**src/rtl/host_fifo_pkg.sv**
```systemverilog
// Shared definitions for the host-side FIFO arbiters: header count field
// widths, payload-length mapping and the tx arbiter state encoding.
package host_fifo_pkg;

   localparam int unsigned FIFO_CNT_WIDTH     = 3;
   localparam int unsigned FIFO_PAYLOAD_WIDTH = 3;

   typedef enum logic [1:0] {
      IDLE,
      HDR,
      PAYLOAD
   } arb_tx_state_t;

   // Count code maps directly onto the number of payload bytes following the header.
   function automatic logic [FIFO_PAYLOAD_WIDTH-1:0] fifo_payload(input logic [FIFO_CNT_WIDTH-1:0] cnt);
      return cnt;
   endfunction

   function automatic int unsigned lowest_set_bit(input logic [31:0] mask);
      int unsigned pos;
      pos = 0;
      for (int unsigned i = 32; i > 0; i--) begin
         if (mask[i-1]) pos = i - 1;
      end
      return pos;
   endfunction

endpackage

```
**src/rtl/fifo.sv**
```systemverilog
// Synchronous FIFO with registered read data (one-cycle read latency) and
// synchronous flush on rst. Writes when full and reads when empty are ignored.
module fifo #(
   parameter int unsigned DEPTH_WIDTH = 3,
   parameter int unsigned DATA_WIDTH  = 8
) (
   input  logic                  clk,
   input  logic                  rst,
   input  logic                  wr_en,
   input  logic [DATA_WIDTH-1:0] wr_data,
   output logic                  full,
   input  logic                  rd_en,
   output logic [DATA_WIDTH-1:0] rd_data,
   output logic                  empty
);

   typedef logic [DEPTH_WIDTH:0] ptr_t;

   logic [DATA_WIDTH-1:0] mem_q [2**DEPTH_WIDTH];
   ptr_t                  wr_ptr_q, wr_ptr_d;
   ptr_t                  rd_ptr_q, rd_ptr_d;
   logic [DATA_WIDTH-1:0] rd_data_q, rd_data_d;
   logic                  wr_ok, rd_ok;

   always_comb begin
      empty     = (wr_ptr_q == rd_ptr_q);
      full      = (wr_ptr_q[DEPTH_WIDTH] != rd_ptr_q[DEPTH_WIDTH]) &&
                  (wr_ptr_q[DEPTH_WIDTH-1:0] == rd_ptr_q[DEPTH_WIDTH-1:0]);
      wr_ok     = wr_en && !full;
      rd_ok     = rd_en && !empty;
      wr_ptr_d  = wr_ok ? wr_ptr_q + ptr_t'(1) : wr_ptr_q;
      rd_ptr_d  = rd_ok ? rd_ptr_q + ptr_t'(1) : rd_ptr_q;
      rd_data_d = rd_ok ? mem_q[rd_ptr_q[DEPTH_WIDTH-1:0]] : rd_data_q;
      rd_data   = rd_data_q;
   end

   always_ff @(posedge clk) begin
      if (wr_ok) mem_q[wr_ptr_q[DEPTH_WIDTH-1:0]] <= wr_data;
   end

   always_ff @(posedge clk) begin
      if (rst) begin
         wr_ptr_q  <= '0;
         rd_ptr_q  <= '0;
         rd_data_q <= '0;
      end else begin
         wr_ptr_q  <= wr_ptr_d;
         rd_ptr_q  <= rd_ptr_d;
         rd_data_q <= rd_data_d;
      end
   end

endmodule

```
**src/rtl/fifo_arb_tx.sv**
```systemverilog
// Two-client transmit arbiter: per-client FIFOs drained round-robin into the
// host FIFO one whole packet at a time, with c1/c2 header tagging.
module fifo_arb_tx
   import host_fifo_pkg::*;
#(
   parameter int unsigned       DWIDTH  = 8,
   parameter int unsigned       AWIDTH  = 3,
   parameter logic [DWIDTH-1:0] SELMASK = 8'h80,
   parameter logic [DWIDTH-1:0] CNTMASK = 8'h70,
   parameter bit                TAG_EN  = 1'b1
) (
   input  logic              CLK,
   input  logic              RESET,
   input  logic              c1_wren,
   output logic              c1_wrfull,
   input  logic [DWIDTH-1:0] c1_wrdata,
   input  logic              c2_wren,
   output logic              c2_wrfull,
   input  logic [DWIDTH-1:0] c2_wrdata,
   output logic              fifo_wren,
   input  logic              fifo_wrfull,
   output logic [DWIDTH-1:0] fifo_wrdata,
   output logic              busy
);

   localparam int unsigned CNT_SHIFT = lowest_set_bit(32'(CNTMASK));

   arb_tx_state_t                 state_q, state_d;
   logic                          sel_q, sel_d;   // 0 = c1, 1 = c2
   logic                          rr_q, rr_d;
   logic                          pending_q, pending_d;
   logic [FIFO_PAYLOAD_WIDTH-1:0] remaining_q, remaining_d;

   logic                          c1_empty, c2_empty, c1_rd_en, c2_rd_en, rd_issue;
   logic [DWIDTH-1:0]             c1_rd_data, c2_rd_data, rd_byte;
   logic [FIFO_CNT_WIDTH-1:0]     hdr_cnt;

   fifo #(.DEPTH_WIDTH(AWIDTH), .DATA_WIDTH(DWIDTH)) u_c1_fifo (
      .clk(CLK), .rst(RESET), .wr_en(c1_wren), .wr_data(c1_wrdata), .full(c1_wrfull),
      .rd_en(c1_rd_en), .rd_data(c1_rd_data), .empty(c1_empty)
   );

   fifo #(.DEPTH_WIDTH(AWIDTH), .DATA_WIDTH(DWIDTH)) u_c2_fifo (
      .clk(CLK), .rst(RESET), .wr_en(c2_wren), .wr_data(c2_wrdata), .full(c2_wrfull),
      .rd_en(c2_rd_en), .rd_data(c2_rd_data), .empty(c2_empty)
   );

   always_comb begin
      state_d     = state_q;
      sel_d       = sel_q;
      rr_d        = rr_q;
      remaining_d = remaining_q;
      rd_byte     = sel_q ? c2_rd_data : c1_rd_data;
      hdr_cnt     = FIFO_CNT_WIDTH'((rd_byte & CNTMASK) >> CNT_SHIFT);
      // pending blocks back-to-back reads, so each issued byte saw fifo_wrfull=0
      rd_issue    = (state_q != IDLE) && !(sel_q ? c2_empty : c1_empty) &&
                    !fifo_wrfull && !pending_q;
      c1_rd_en    = rd_issue && !sel_q;
      c2_rd_en    = rd_issue && sel_q;
      pending_d   = rd_issue;
      busy        = (state_q != IDLE);
      fifo_wren   = pending_q;
      fifo_wrdata = '0;
      if (pending_q) begin
         fifo_wrdata = rd_byte;
         if (TAG_EN && state_q == HDR)
            fifo_wrdata = sel_q ? (rd_byte & ~SELMASK) : (rd_byte | SELMASK);
      end

      case (state_q)
         IDLE: begin
            if (!c1_empty || !c2_empty) begin
               sel_d   = (!c1_empty && !c2_empty) ? rr_q : c1_empty;
               state_d = HDR;
            end
         end
         HDR: begin
            if (pending_q) begin
               remaining_d = fifo_payload(hdr_cnt);
               if (remaining_d == '0) begin
                  state_d = IDLE;
                  rr_d    = !rr_q;
               end else begin
                  state_d = PAYLOAD;
               end
            end
         end
         PAYLOAD: begin
            if (pending_q) begin
               remaining_d = remaining_q - FIFO_PAYLOAD_WIDTH'(1);
               if (remaining_q == FIFO_PAYLOAD_WIDTH'(1)) begin
                  state_d = IDLE;
                  rr_d    = !rr_q;
               end
            end
         end
         default: state_d = IDLE;
      endcase
   end

   always_ff @(posedge CLK) begin
      if (RESET) begin
         state_q     <= IDLE;
         sel_q       <= 1'b0;
         rr_q        <= 1'b0;
         pending_q   <= 1'b0;
         remaining_q <= '0;
      end else begin
         state_q     <= state_d;
         sel_q       <= sel_d;
         rr_q        <= rr_d;
         pending_q   <= pending_d;
         remaining_q <= remaining_d;
      end
   end

endmodule

```
**config.mk**
```make
export PLATFORM = sky130hd
export DESIGN_NAME = fifo_arb_tx
export DESIGN_NICKNAME = d
export VERILOG_FILES = /design/src/rtl/host_fifo_pkg.sv /design/src/rtl/fifo.sv /design/src/rtl/fifo_arb_tx.sv
export SDC_FILE = /design/constraint.sdc
export NUM_CORES = 1
export LEC_CHECK = 0
export CORE_MARGIN = 3
export CORE_UTILIZATION = 50
export CTS_BUF_LIST = sky130_fd_sc_hd__clkbuf_8
export DETAILED_ROUTE_END_ITERATION = 16
export PLACE_DENSITY = 0.78
export SYNTH_ARGS = -nofsm -noshare
export SYNTH_HDL_FRONTEND = slang
export SYNTH_SLANG_ARGS = --single-unit
```
**constraint.sdc**
```tcl
create_clock -name CLK -period 5.5 [get_ports CLK]
set_input_delay 1.1 -clock CLK [delete_from_list [all_inputs] [get_ports CLK]]
set_output_delay 1.1 -clock CLK [all_outputs]
set_load 0.1 [all_outputs]
```
* Yosys cells after proc, flatten, opt, wreduce, memory -nomap -nowiden
Memories as Yosys holds them, arrays and structs flattened. A register that Yosys moved wholly into a read port is not among the register bits. Cells that the tools add are included.
Word-level totals: memories kept 2, register bits after elaboration 24, bits in writable memories 128, word-level logic and storage cells 84
Operators by class: reduce and logical (&&, ||, !) cells 30, eq/ne operators 14, add/subtract/negate cells 5, mux-type cells 24
Memories:
- u_c1_fifo.mem_q | depth 8, width 8, rd ports 1, clocked after memory_dff 1, write ports 1, line fifo.sv:19 | logic [DATA_WIDTH-1:0] mem_q [2**DEPTH_WIDTH];
- u_c2_fifo.mem_q | depth 8, width 8, rd ports 1, clocked after memory_dff 1, write ports 1, line fifo.sv:19
Operators with widths (count):
- 2-to-1 mux 8 bit | 4
- adder 4 x 1 -> 4 bit, second input constant | 4
- logical AND 1 bit | 12
- 2-to-1 mux 1 bit | 10
- 2-to-1 mux 2 bit | 5
- zero test 1 bit | 9
- == test 4 bit | 2
- != test 2 bit, second input constant | 4
- == test 3 bit | 2
- 2-to-1 mux 3 bit | 2
- case mux 2 bit (3 select lines) | 1
- case mux 3 bit (2 select lines) | 1
- AND reduction 5 bit | 1
- AND reduction 4 bit | 1
- nonzero test 2 bit | 2
- == test 3 x 1 -> 1 bit, second input constant | 1
- zero test 3 bit | 1
- AND reduction 3 bit | 1
- subtractor 3 x 1 -> 3 bit, second input constant | 1
- == test 2 x 1 -> 1 bit, second input constant | 1
- == test 2 bit, second input constant | 1
- zero test 2 bit | 1
- != test 1 bit | 2
- != test 2 x 1 -> 1 bit, second input constant | 1
- other kinds (3) | 3

* Logic depth before layout (Yosys ltp)
Gate-level depths: netlist of the first run.
depth in word-level cells 8, gate-level depth with buffers 7, depth with buffers taken out 6

* By module
A second synthesis of the first run with hierarchy kept.
Second synthesis, totals: cells, all modules 434, area total of the unflattened synthesis 7034.2 um2
Modules (own cells, without submodules):
- fifo (u_c2_fifo) | seq. area each 2242.2 um2, area each 3200.6 um2, instances 1, cells an instance 176
- fifo (u_c1_fifo) | seq. area each 2242.2 um2, area each 3195.6 um2, instances 1, cells an instance 176
- fifo_arb_tx | seq. area each 160.2 um2, area each 638.1 um2, instances 1, cells an instance 82

* Least setup slack after synthesis of the first run
OpenSTA, ideal clock, no wires.
kind register to output, start point register u_c2_fifo.wr_ptr_q[0], end point output port c2_wrfull, path buffers 1, data arrival time 3.566 ns, required time 4.400 ns, slack 0.834 ns, cell stages (with the launch flop) 4, path through dfxtp_1 -> buf_6 -> xor2_2 -> nor4_1
Between the ends: cells in the longest elaborated chain, start to end 2
Ends and longest elaborated chain:
- start: declaration | line fifo.sv:20 | ptr_t wr_ptr_q, wr_ptr_d;
- start signal: assignment | line fifo.sv:47 | wr_ptr_q <= wr_ptr_d;
- == test 3 bit | line fifo.sv:28 | (wr_ptr_q[DEPTH_WIDTH-1:0] == rd_ptr_q[DEPTH_WIDTH-1:0]);
- logical AND 1 bit | line fifo.sv:27 | full = (wr_ptr_q[DEPTH_WIDTH] != rd_ptr_q[DEPTH_WIDTH]) &&
- end: declaration | line fifo_arb_tx.sv:18 | output logic c2_wrfull,
No other way between the ends.

* Final worst setup path of the first run
start point register u_c2_fifo.rd_ptr_q[1], end point output port c2_wrfull
Between the ends: cells in the longest elaborated chain, start to end 2
Ends and longest elaborated chain:
- start: declaration | line fifo.sv:21 | ptr_t rd_ptr_q, rd_ptr_d;
- start signal: assignment | line fifo.sv:48 | rd_ptr_q <= rd_ptr_d;
- == test 3 bit | line fifo.sv:28
- logical AND 1 bit | line fifo.sv:27
No other way between the ends.

==> summary.md, run 1 <==
| Metric | Value |
|---|---|
| Sw power | 576 uW |
| Num ports | 33 |
| Crit share post-route | 78.3% |
| GP Congestion | 0.756 |
| All-Layer GR Usage | 18.2% |
| Hold Buf Count CTS | 0 |
| Clock Path Buffers | 2 |
| Sequential cell area fraction in the yosys report | 66.6% |
| Peak VDD IR | 0.161 mV |
| Mean Syn Cell Area | 15.9 sq um |
| Dpl hpwl | 8410 um |
| Layout cells sized above 1 | 18.4% |
| Vias per cell | 5.68 |
| Largest net degree at the start of global routing | 39 |
| Fin util | 58.4% |
| Setup ws final | 1.19 ns |
| Fin cells | 661 |
| Number of synthesized flops with an enable pin | 128 |
| P&R area growth vs syn | 12.7% |
| Core area | 13500 sq um |
| Starting Density | 51.8% |
| Comb pwr share | 7.4% |
| Cts repair resizes | 0 |
| Clk network pwr share | 35.3% |
| Synthesized area | 6970 sq um |
| Flop pwr share | 57.3% |
| Reg2reg start | u_c1_fifo.rd_ptr_q[2]$_SDFFE_PP0P_ |
| Crit-path leading delay family | buffers and inverters |
| Num CTS Buffers | 17 |
| P_int | 1.90 mW |
| Min-Delay Path Class | reg2reg |
| Die X | 124 um |
| WL per Instance | 19.1 um |
| Synth Warn # | 0 |
| RSZ-0062 raised after global routing | no |
| Num rows | 42 |
| Non-Filler Cell Area, Final | 7860 sq um |
| Critical Path RT | 4.40 ns |
| Final #Nets | 499 |
| Final setup vio count | 0 |
| Worst slew pin tran | 0.996 ns |
| Setup TNS | 0 ns |
| Die Y-Extent | 124 um |
| GR Overflow Total | 0 |
| Hold slack | 0.468 ns |
| Clk_skew | 0.00945 ns |
| Post-synthesis cell count | 439 |
| # clock sinks | 168 |
| Root buffer cell | clkbuf_8 |
| CTS clk-pin slew, worst paths | 0.08 ns |
| First-pass GRT wire length | 20400 um |
| Fmax | 232 MHz |
| Clk_lat worst skew | 0.45 ns |
| Worst-path fanout max | 20 |
| Critical Path Start Type | register |
| Unique masters post-synth | 53 |
| Die area | 15400 sq um |
| PwrDens | 316 nW/um^2 |
| Leakage | 2.51 nW |
| Initial antenna violation count | 0 |
| Vias | 3752 |
| CP Data Arrival Time | 3.21 ns |
| Number of H-tree levels | 4 |
| HP Start | u_c1_fifo.rd_data[2]$_SDFFE_PP0P_ |
| Post-CTS Setup Inserts | 0 |
| Max cap viols | 0 |
| Worst path cell trace | xor2_1 -> nor4_1 -> clkdlybuf4s50_1 |
| Fillers | 1022 |
| Placed insts | 629 |
| FF+latch count, synth | 168 |
| CTS tree | yes |
| First-iteration detailed-routing DRC count | 350 |
| Most used flip-flop cell after synthesis | edfxtp_1 |
| Slowest Stage Delay on Critical Path | 1.22 ns |
| Final hold vios | 0 |
| Final critical-path required period | 4.31 ns |
| Crit path kind | reg2out |
| Area after DPL | 7460 sq um |
| Pins Over Slew Limit | 0 |
| Mapped Nets | 466 |
| Number of I/O port buffers | 32 |
| N_diodes | 0 |
| Critical path's slowest cell | clkdlybuf4s50_1 |
| CP endpoint kind | output port |
| Status | completed |
| First-pass DRT Iterations | 4 |
| Relative slew margins | 33.4% |
| Vias in the first global route | 3806 |
| Asr flop ratio synth | 0% |
| Switching Fraction | 23.2% |
| Buf/Inv on CP | 1 |
| Final WL | 12700 um |
| Total Power | 2.48 mW |
| Remaining routing DRC violations | 0 |
| Final antenna-violating net count | 0 |
| Setup crit start | u_c2_fifo.rd_ptr_q[1]$_SDFFE_PP0P_ |
| Pre-CTS WS | 1.74 ns |
path summary, 6_finish.rpt:
path,endpoint,slack (ns),cells after the start
setup / recovery,c2_wrfull,1.19,3
hold / removal,u_c1_fifo.rd_data[2]$_SDFFE_PP0P_,0.47,1
setup reg to reg,u_c1_fifo.mem_q[2][7]$_DFFE_PP_,2.55,4
hold reg to reg,u_c1_fifo.rd_data[2]$_SDFFE_PP0P_,0.47,1
worst reg2reg max path, delay by kind of cell (launching register included):
family,cells,cell delay (ns)
compound gates,1,0.37
xor+xnor,1,0.25
flops,1,0.94
simple gates,2,1.01
layout by cell type (no fill, tap or decap), types with 3 or more instances in the layout:
master	instances
clkdlybuf4s50_1	32
nor4_1	4
o21ai_0	7
a2111oi_0	3
buf_4	8
inv_1	14
xnor2_1	5
nand3_1	6
mux2_2	5
xor2_1	4
mux2i_1	26
mux4_2	32
o2bb2ai_1	15
nand2b_1	7
a21oi_1	10
nor2b_1	15
inv_6	4
ha_1	6
clkbuf_8	19
dfxtp_1	40
and3_1	4
clkinv_2	3
nor2_1	33
nand2_1	9
nor3_1	8
edfxtp_1	128
logic make-up after synthesis:
| logic type | count (synthesis) | synth area share, % |
|---|---|---|
| muxes | 64 | 15.1 |
| DFF | 168 | 66.6 |
| xor gates and xnor gates | 10 | 1.36 |
| AOI/OAI and AO/OA | 50 | 5.69 |
| and+or+nand+nor | 101 | 7.66 |
| buffers and inverters | 40 | 2.51 |
| adders and majority gates | 6 | 1.08 |
state kept, by name (all words and copies together), names as in the netlist:
register and cells:
fifo_wren 1, remaining_q 3, rr_q 1, sel_q 1, state_q 2, u_c1_fifo.mem_q 64, u_c1_fifo.rd_data 8, u_c1_fifo.rd_ptr_q 4
u_c1_fifo.wr_ptr_q 4, u_c2_fifo.mem_q 64, u_c2_fifo.rd_data 8, u_c2_fifo.rd_ptr_q 4, u_c2_fifo.wr_ptr_q 4
power by group through the flow:
stage               clock (mW)  sequential, mW  combinational [mW]
floorplan                    0            1.44               0.137
global placement             0            1.45               0.180
detailed placement           0            1.45               0.185
CTS                      0.892            1.42               0.185
global route             0.947            1.43               0.202
finish                   0.874            1.42               0.183
Yosys cell counts, drive strengths merged, types with 7 or more instances:
library cell	number	share of area (%)
edfxtp	128	55
dfxtp	40	11
nor2	33	1.8
mux4	32	10
mux2i	26	3.7
nor2b	15	1.3
o2bb2ai	15	1.9
clkbuf	14	0.77
inv	14	0.75
buf	12	0.99
a21oi	11	0.95
nand2	9	0.48
nor3	9	0.65
nand2b	7	0.63
o21ai	7	0.50
final cells by class:
type / instances / area [sq um] / share of cell area [%]
clock inverter: 13 / 143 / 1.81
clock buffer: 19 / 262 / 3.33
tap: 176 / 220 / 2.80
sequential: 168 / 4640 / 59.1
multi-input combinational: 231 / 2160 / 27.5
timing repair buffer: 40 / 380 / 4.84
inverter: 14 / 52.6 / 0.669
metal layers:
layer	GRT usage, %	vias up	wire, um
li1	-	1774	-
met1	25.2	1884	5560
met2	28.6	80	6390
met3	4.86	14	568
met4	5.41	0	138
met5	0	-	0
(Power assumes the default switching activity.)
==> run 2: changes to the inputs <==
Clock period 5.5 ns to 4 ns, I/O delays scaled along.
==> summary.md, run 2 (synthesis gave the netlist of run 1 again) <==
| Metric | Value |
|---|---|
| Status | completed |
| Pins Over Slew Limit | 0 (unchanged) |
| Final hold vios | 0 (unchanged) |
| Crit path kind | reg2out |
| Clock Path Buffers | 2 (unchanged) |
| Worst slew pin tran | 1.18 ns (+0.187 ns) |
| Final antenna-violating net count | 0 (unchanged) |
| Reg2reg start | u_c2_fifo.rd_ptr_q[2]$_SDFFE_PP0P_ |
| WL per Instance | 18.6 um (-2.7%) |
| CTS tree | yes |
| P_int | 2.48 mW (+30%) |
| Remaining routing DRC violations | 0 (unchanged) |
| Final critical-path required period | 3.31 ns |
| Clk_lat worst skew | 0.45 ns (about the same) |
| CP endpoint kind | output port |
| First-pass DRT Iterations | 5 (+1) |
| Most common cell after layout, fill and taps aside | edfxtp_1 |
| Hold slack | 0.477 ns (+0.00839 ns) |
| Die area | 15400 sq um (unchanged) |
| N_diodes | 0 (unchanged) |
| Number of I/O port buffers | 32 (unchanged) |
| Number of H-tree levels | 4 (unchanged) |
| Root buffer cell | clkbuf_8 |
| Fmax | 302 MHz |
| Placed insts | 633 (+0.64%) |
| RSZ-0062 raised after global routing | no |
| Vias per cell | 5.73 (+0.99%) |
| Worst path cell trace | clkdlybuf4s50_1 |
| P&R area growth vs syn | 12.1% |
| HP Start | u_c1_fifo.rd_data[3]$_SDFFE_PP0P_ |
| Max cap viols | 0 (unchanged) |
| Num ports | 33 (unchanged) |
| All-Layer GR Usage | 17.8% (-0.36 points) |
| PwrDens | 420 nW/um^2 (+33%) |
| Critical path's slowest cell | clkdlybuf4s50_1 |
| Worst-path fanout max | 22 (+10%) |
| Clk network pwr share | 32.9% (-2.4 points) |
| Min-Delay Path Class | reg2reg |
| Layout cells sized above 1 | 21.3% (+2.9 points) |
| First-iteration detailed-routing DRC count | 300 (-14%) |
| Post-CTS Setup Inserts | 0 (unchanged) |
| Initial antenna violation count | 0 (unchanged) |
| Die Y-Extent | 124 um (unchanged) |
| Critical Path Start Type | register |
| Commonest non-fill, non-tap cells in the layout | edfxtp_1, dfxtp_1, nor2_1 |
| Setup TNS | 0 ns (unchanged) |
| Peak VDD IR | 0.250 mV (+55%) |
| Crit-path leading delay family | buffers and inverters |
| Vias in the first global route | 3876 (+1.8%) |
| Crit share post-route | 82.8% |
| Fin cells | 665 (+0.61%) |
| Core area | 13500 sq um (unchanged) |
| Num rows | 42 (unchanged) |
| Final setup vio count | 0 (unchanged) |
| Die X | 124 um (unchanged) |
| Hold Buf Count CTS | 0 (unchanged) |
| Switching Fraction | 24.6% (+1.3 points) |
| Comb pwr share | 7.7% (+0.3 points) |
| Setup crit start | fifo_wren$_SDFF_PP0_ |
| Num CTS Buffers | 17 (unchanged) |
| CP Data Arrival Time | 2.51 ns (-0.70 ns) |
| Leakage | 2.52 nW (+0.41%) |
| Fillers | 1027 (+0.49%) |
| GR Overflow Total | 0 (unchanged) |
| Largest net degree at the start of global routing | 23 (-41%) |
| Starting Density | 51.8% (unchanged) |
| CTS clk-pin slew, worst paths | 0.09 ns (about the same) |
| Vias | 3812 (+1.6%) |
| Buf/Inv on CP | 1 (unchanged) |
| Slowest Stage Delay on Critical Path | 1.27 ns (+0.05 ns) |
| Dpl hpwl | 8560 um (+1.7%) |
| Critical Path RT | 3.20 ns (-1.20 ns) |
| Relative slew margins | 20.6% (-13 points) |
| Flop pwr share | 59.5% (+2.2 points) |
| Clk_skew | 0.0129 ns (+0.00343 ns) |
| # clock sinks | 168 (unchanged) |
| Sw power | 807 uW (+40%) |
| GP Congestion | 0.753 (-0.41%) |
| Final #Nets | 503 (+0.80%) |
| Final WL | 12400 um (-2.1%) |
| Cts repair resizes | 0 (unchanged) |
| First-pass GRT wire length | 20300 um (-0.51%) |
[run 2: cell count changes in the layout (fill, tap and decap cells not counted)]
cell,delta
buf_4,+15
clkdlybuf4s50_1,-11
clkinvlp_4,+3
inv_6,+3
bufinv_16,-2
clkinv_2,-2
clkbuf_8,-1
clkinv_4,-1
nor3_1,+1
nor3_2,-1
nor4_1,-1
nor4_2,+1
[run 2: power groups by stage]
stage	Sequential, mW	Combinational, mW	Clock (mW)
finish	1.96	0.253	1.08
global route	1.96	0.278	1.18
CTS	1.95	0.256	1.10
detailed placement	1.99	0.255	0
global placement	1.99	0.247	0
floorplan	1.97	0.188	0
[run 2: worst paths after layout]
check	to	slack, ns	depth (start not counted)
worst max register to register	u_c2_fifo.mem_q[2][1]$_DFFE_PP_	1.32	5
worst max-delay path	fifo_wren	0.69	1
worst min register to register	u_c1_fifo.rd_data[3]$_SDFFE_PP0P_	0.48	1
worst min-delay path	u_c1_fifo.rd_data[3]$_SDFFE_PP0P_	0.48	1
[run 2: cell type report]
class,instances,area [sq um],area share [%]
well taps,176,220,2.82
flip-flops and latches,168,4640,59.4
clock buffers,18,248,3.17
clock inverters,14,113,1.44
inverters,14,52.6,0.672
repair buffers,44,383,4.90
multi-input cells,231,2160,27.6
[run 2: layer usage]
metal / global-route usage [%] / wire length, um
met5: 0 / 0
met4: 7.19 / 251
met3: 3.63 / 548
met2: 28.3 / 6150
met1: 24.3 / 5440
[run 2: stage by stage]
stage	cell area, sq um	utilization [%]	power (mW)	worst slack (ns)
floorplan	6980	-	2.16	0.282
global placement	7460	55.5	2.24	1.03
detailed placement	7460	55.5	2.25	0.983
CTS	7820	58.1	3.31	0.689
global route	7820	58.1	3.42	0.606
finish	7820	58.1	3.29	0.687
==> run 3: changes to the inputs <==
Clock period 4 ns to 3.1 ns, I/O delays scaled along.
==> summary.md, run 3 (synthesis gave the netlist of run 1 again) <==
| Metric | Value |
|---|---|
| Num ports | 33 (unchanged) |
| R2r setup slk | 0.48 ns (-0.84 ns) |
| Remaining routing DRC violations | 0 (unchanged) |
| Clk_skew | 0.00782 ns (-0.00506 ns) |
| Final antenna-violating net count | 0 (unchanged) |
| Crit share post-route | 86.7% |
| Total Power | 4.45 mW (+35%) |
| Most common cell after layout, fill and taps aside | edfxtp_1 |
| Fin cells | 675 (+1.5%) |
| Setup TNS | 0 ns (unchanged) |
| Clock Path Buffers | 2 (unchanged) |
| Placed insts | 643 (+1.6%) |
| Status | completed |
| Dpl hpwl | 8850 um (+3.4%) |
| Crit path kind | reg2out |
| Vias in the first global route | 3958 (+2.1%) |
| Commonest non-fill, non-tap cells in the layout | edfxtp_1, dfxtp_1, nor2_1 |
| Min-Delay Path Class | reg2reg |
| Vias per cell | 5.71 (-0.34%) |
| Num rows | 42 (unchanged) |
| Post-CTS Setup Inserts | 0 (unchanged) |
| Fillers | 983 (-4.3%) |
| Vias | 3856 (+1.2%) |
| PwrDens | 557 nW/um^2 (+32%) |
| Worst-path fanout max | 12 (-45%) |
| Clk_lat worst skew | 0.43 ns (-0.02 ns) |
| Starting Density | 51.8% (unchanged) |
| P&R area growth vs syn | 14.6% |
| Relative slew margins | 43.6% (+23 points) |
| Number of H-tree levels | 4 (unchanged) |
| Worst slew pin tran | 0.842 ns (-0.340 ns) |
| # clock sinks | 168 (unchanged) |
| All-Layer GR Usage | 18.1% (+0.25 points) |
| CTS clk-pin slew, worst paths | 0.08 ns (about the same) |
| Fmax | 372 MHz |
| Initial antenna violation count | 0 (unchanged) |
| GR Overflow Total | 0 (unchanged) |
| Pins Over Slew Limit | 0 (unchanged) |
| CP endpoint kind | output port |
| Die area | 15400 sq um (unchanged) |
| Layout cells sized above 1 | 23.0% (+1.8 points) |
| Final critical-path required period | 2.69 ns |
| CP Capture Point | c2_wrfull |
| Critical Path RT | 2.48 ns (-0.72 ns) |
| RR Endpoint | u_c2_fifo.mem_q[4][2]$_DFFE_PP_ |
| CTS tree | yes |
| First-pass DRT Iterations | 5 (unchanged) |
| Final hold vios | 0 (unchanged) |
| Reg2reg start | u_c2_fifo.rd_ptr_q[2]$_SDFFE_PP0P_ |
| Die X | 124 um (unchanged) |
| Peak VDD IR | 0.291 mV (+16%) |
| R2R depth | 5 (unchanged) |
| CP Data Arrival Time | 2.07 ns (-0.44 ns) |
| WL per Instance | 18.8 um (+1.1%) |
| N_diodes | 0 (unchanged) |
| Die Y-Extent | 124 um (unchanged) |
| Leakage | 2.63 nW (+4.3%) |
| RSZ-0062 raised after global routing | no |
| Num CTS Buffers | 17 (unchanged) |
| Largest net degree at the start of global routing | 22 (-4.3%) |
| Cts repair resizes | 0 (unchanged) |
| GP Congestion | 0.791 (+5.0%) |
| First-iteration detailed-routing DRC count | 412 (+37%) |
| Setup crit start | u_c2_fifo.rd_ptr_q[2]$_SDFFE_PP0P_ |
| Critical Path Start Type | register |
| Final setup vio count | 0 (unchanged) |
| Number of I/O port buffers | 32 (unchanged) |
| Final WL | 12700 um (+2.6%) |
| Hold Buf Count CTS | 0 (unchanged) |
| Root buffer cell | clkbuf_8 |
| Core area | 13500 sq um (unchanged) |
| Final #Nets | 513 (+2.0%) |
| First-pass GRT wire length | 20600 um (+1.6%) |
| Max cap viols | 0 (unchanged) |
## run 3: cell count changes in the layout (fill, tap and decap cells not counted), moves of 4 or more
cell / before / now
nor2b_1: 15 / 8
buf_4: 23 / 32
inv_1: 14 / 19
bufinv_16: 0 / 4
nor2b_2: 0 / 7
inv_6: 7 / 0
## run 3: worst max-delay path: stages, from the launching register on
cell and delay (ns):
dfxtp_1 0.74, xor2_1 0.24, nor4_2 0.42, buf_12 0.23
## run 3: worst min path at each step
stage,slack [ns],cells after the start,from,endpoint
2_1_floorplan,0.43,1,u_c1_fifo.rd_data[0]$_SDFFE_PP0P_,u_c1_fifo.rd_data[0]$_SDFFE_PP0P_
3_3_place_gp,0.45,1,u_c1_fifo.rd_data[1]$_SDFFE_PP0P_,u_c1_fifo.rd_data[1]$_SDFFE_PP0P_
3_5_place_dp,0.45,1,u_c2_fifo.rd_data[1]$_SDFFE_PP0P_,u_c2_fifo.rd_data[1]$_SDFFE_PP0P_
4_1_cts,0.47,1,u_c2_fifo.rd_data[1]$_SDFFE_PP0P_,u_c2_fifo.rd_data[1]$_SDFFE_PP0P_
5_1_grt,0.49,1,u_c1_fifo.rd_data[3]$_SDFFE_PP0P_,u_c1_fifo.rd_data[3]$_SDFFE_PP0P_
6_report,0.47,1,u_c2_fifo.rd_data[1]$_SDFFE_PP0P_,u_c2_fifo.rd_data[1]$_SDFFE_PP0P_
## run 3: per-stage QoR
step | setup WS (ns) | hold WS [ns] | area [sq um] | utilization (%)
finish | 0.413 | 0.465 | 7990 | 59.4
global route | 0.284 | 0.487 | 7990 | 59.4
CTS | 0.376 | 0.471 | 7990 | 59.4
detailed placement | 0.532 | 0.448 | 7570 | 56.3
global placement | 0.639 | 0.446 | 7570 | 56.3
floorplan | 0.0786 | 0.432 | 7000 | -
## run 3: cell type report
class                           count  area [sq um]  area share [%]
Inverter                           14          52.6           0.658
Timing Repair Buffer               54           480            6.01
Tap cell                          176           220            2.76
Clock buffer                       18           248            3.10
Multi-Input combinational cell    231          2180            27.2
Sequential cell                   168          4640            58.1
Clock inverter                     14           169            2.11
## run 3: metal layers
| layer | up-vias | wire [um] | part of all wire [%] | global-route usage (%) |
|---|---|---|---|---|
| met3 | 20 | 594 | 4.7 | 4.31 |
| met1 | 1933 | 5610 | 44 | 24.6 |
| met2 | 110 | 6260 | 49 | 28.5 |
| li1 | 1793 | - | - | - |
| met4 | 0 | 248 | 2.0 | 6.91 |
| met5 | - | 0 | 0 | 0 |
## run 3: where the power goes
part / switching, mW / internal, mW / total [mW] / leakage [nW]
registers: 0.0432 / 2.48 / 2.52 / 1.49
logic: 0.196 / 0.139 / 0.335 / 0.923
clock network: 0.718 / 0.879 / 1.60 / 0.216
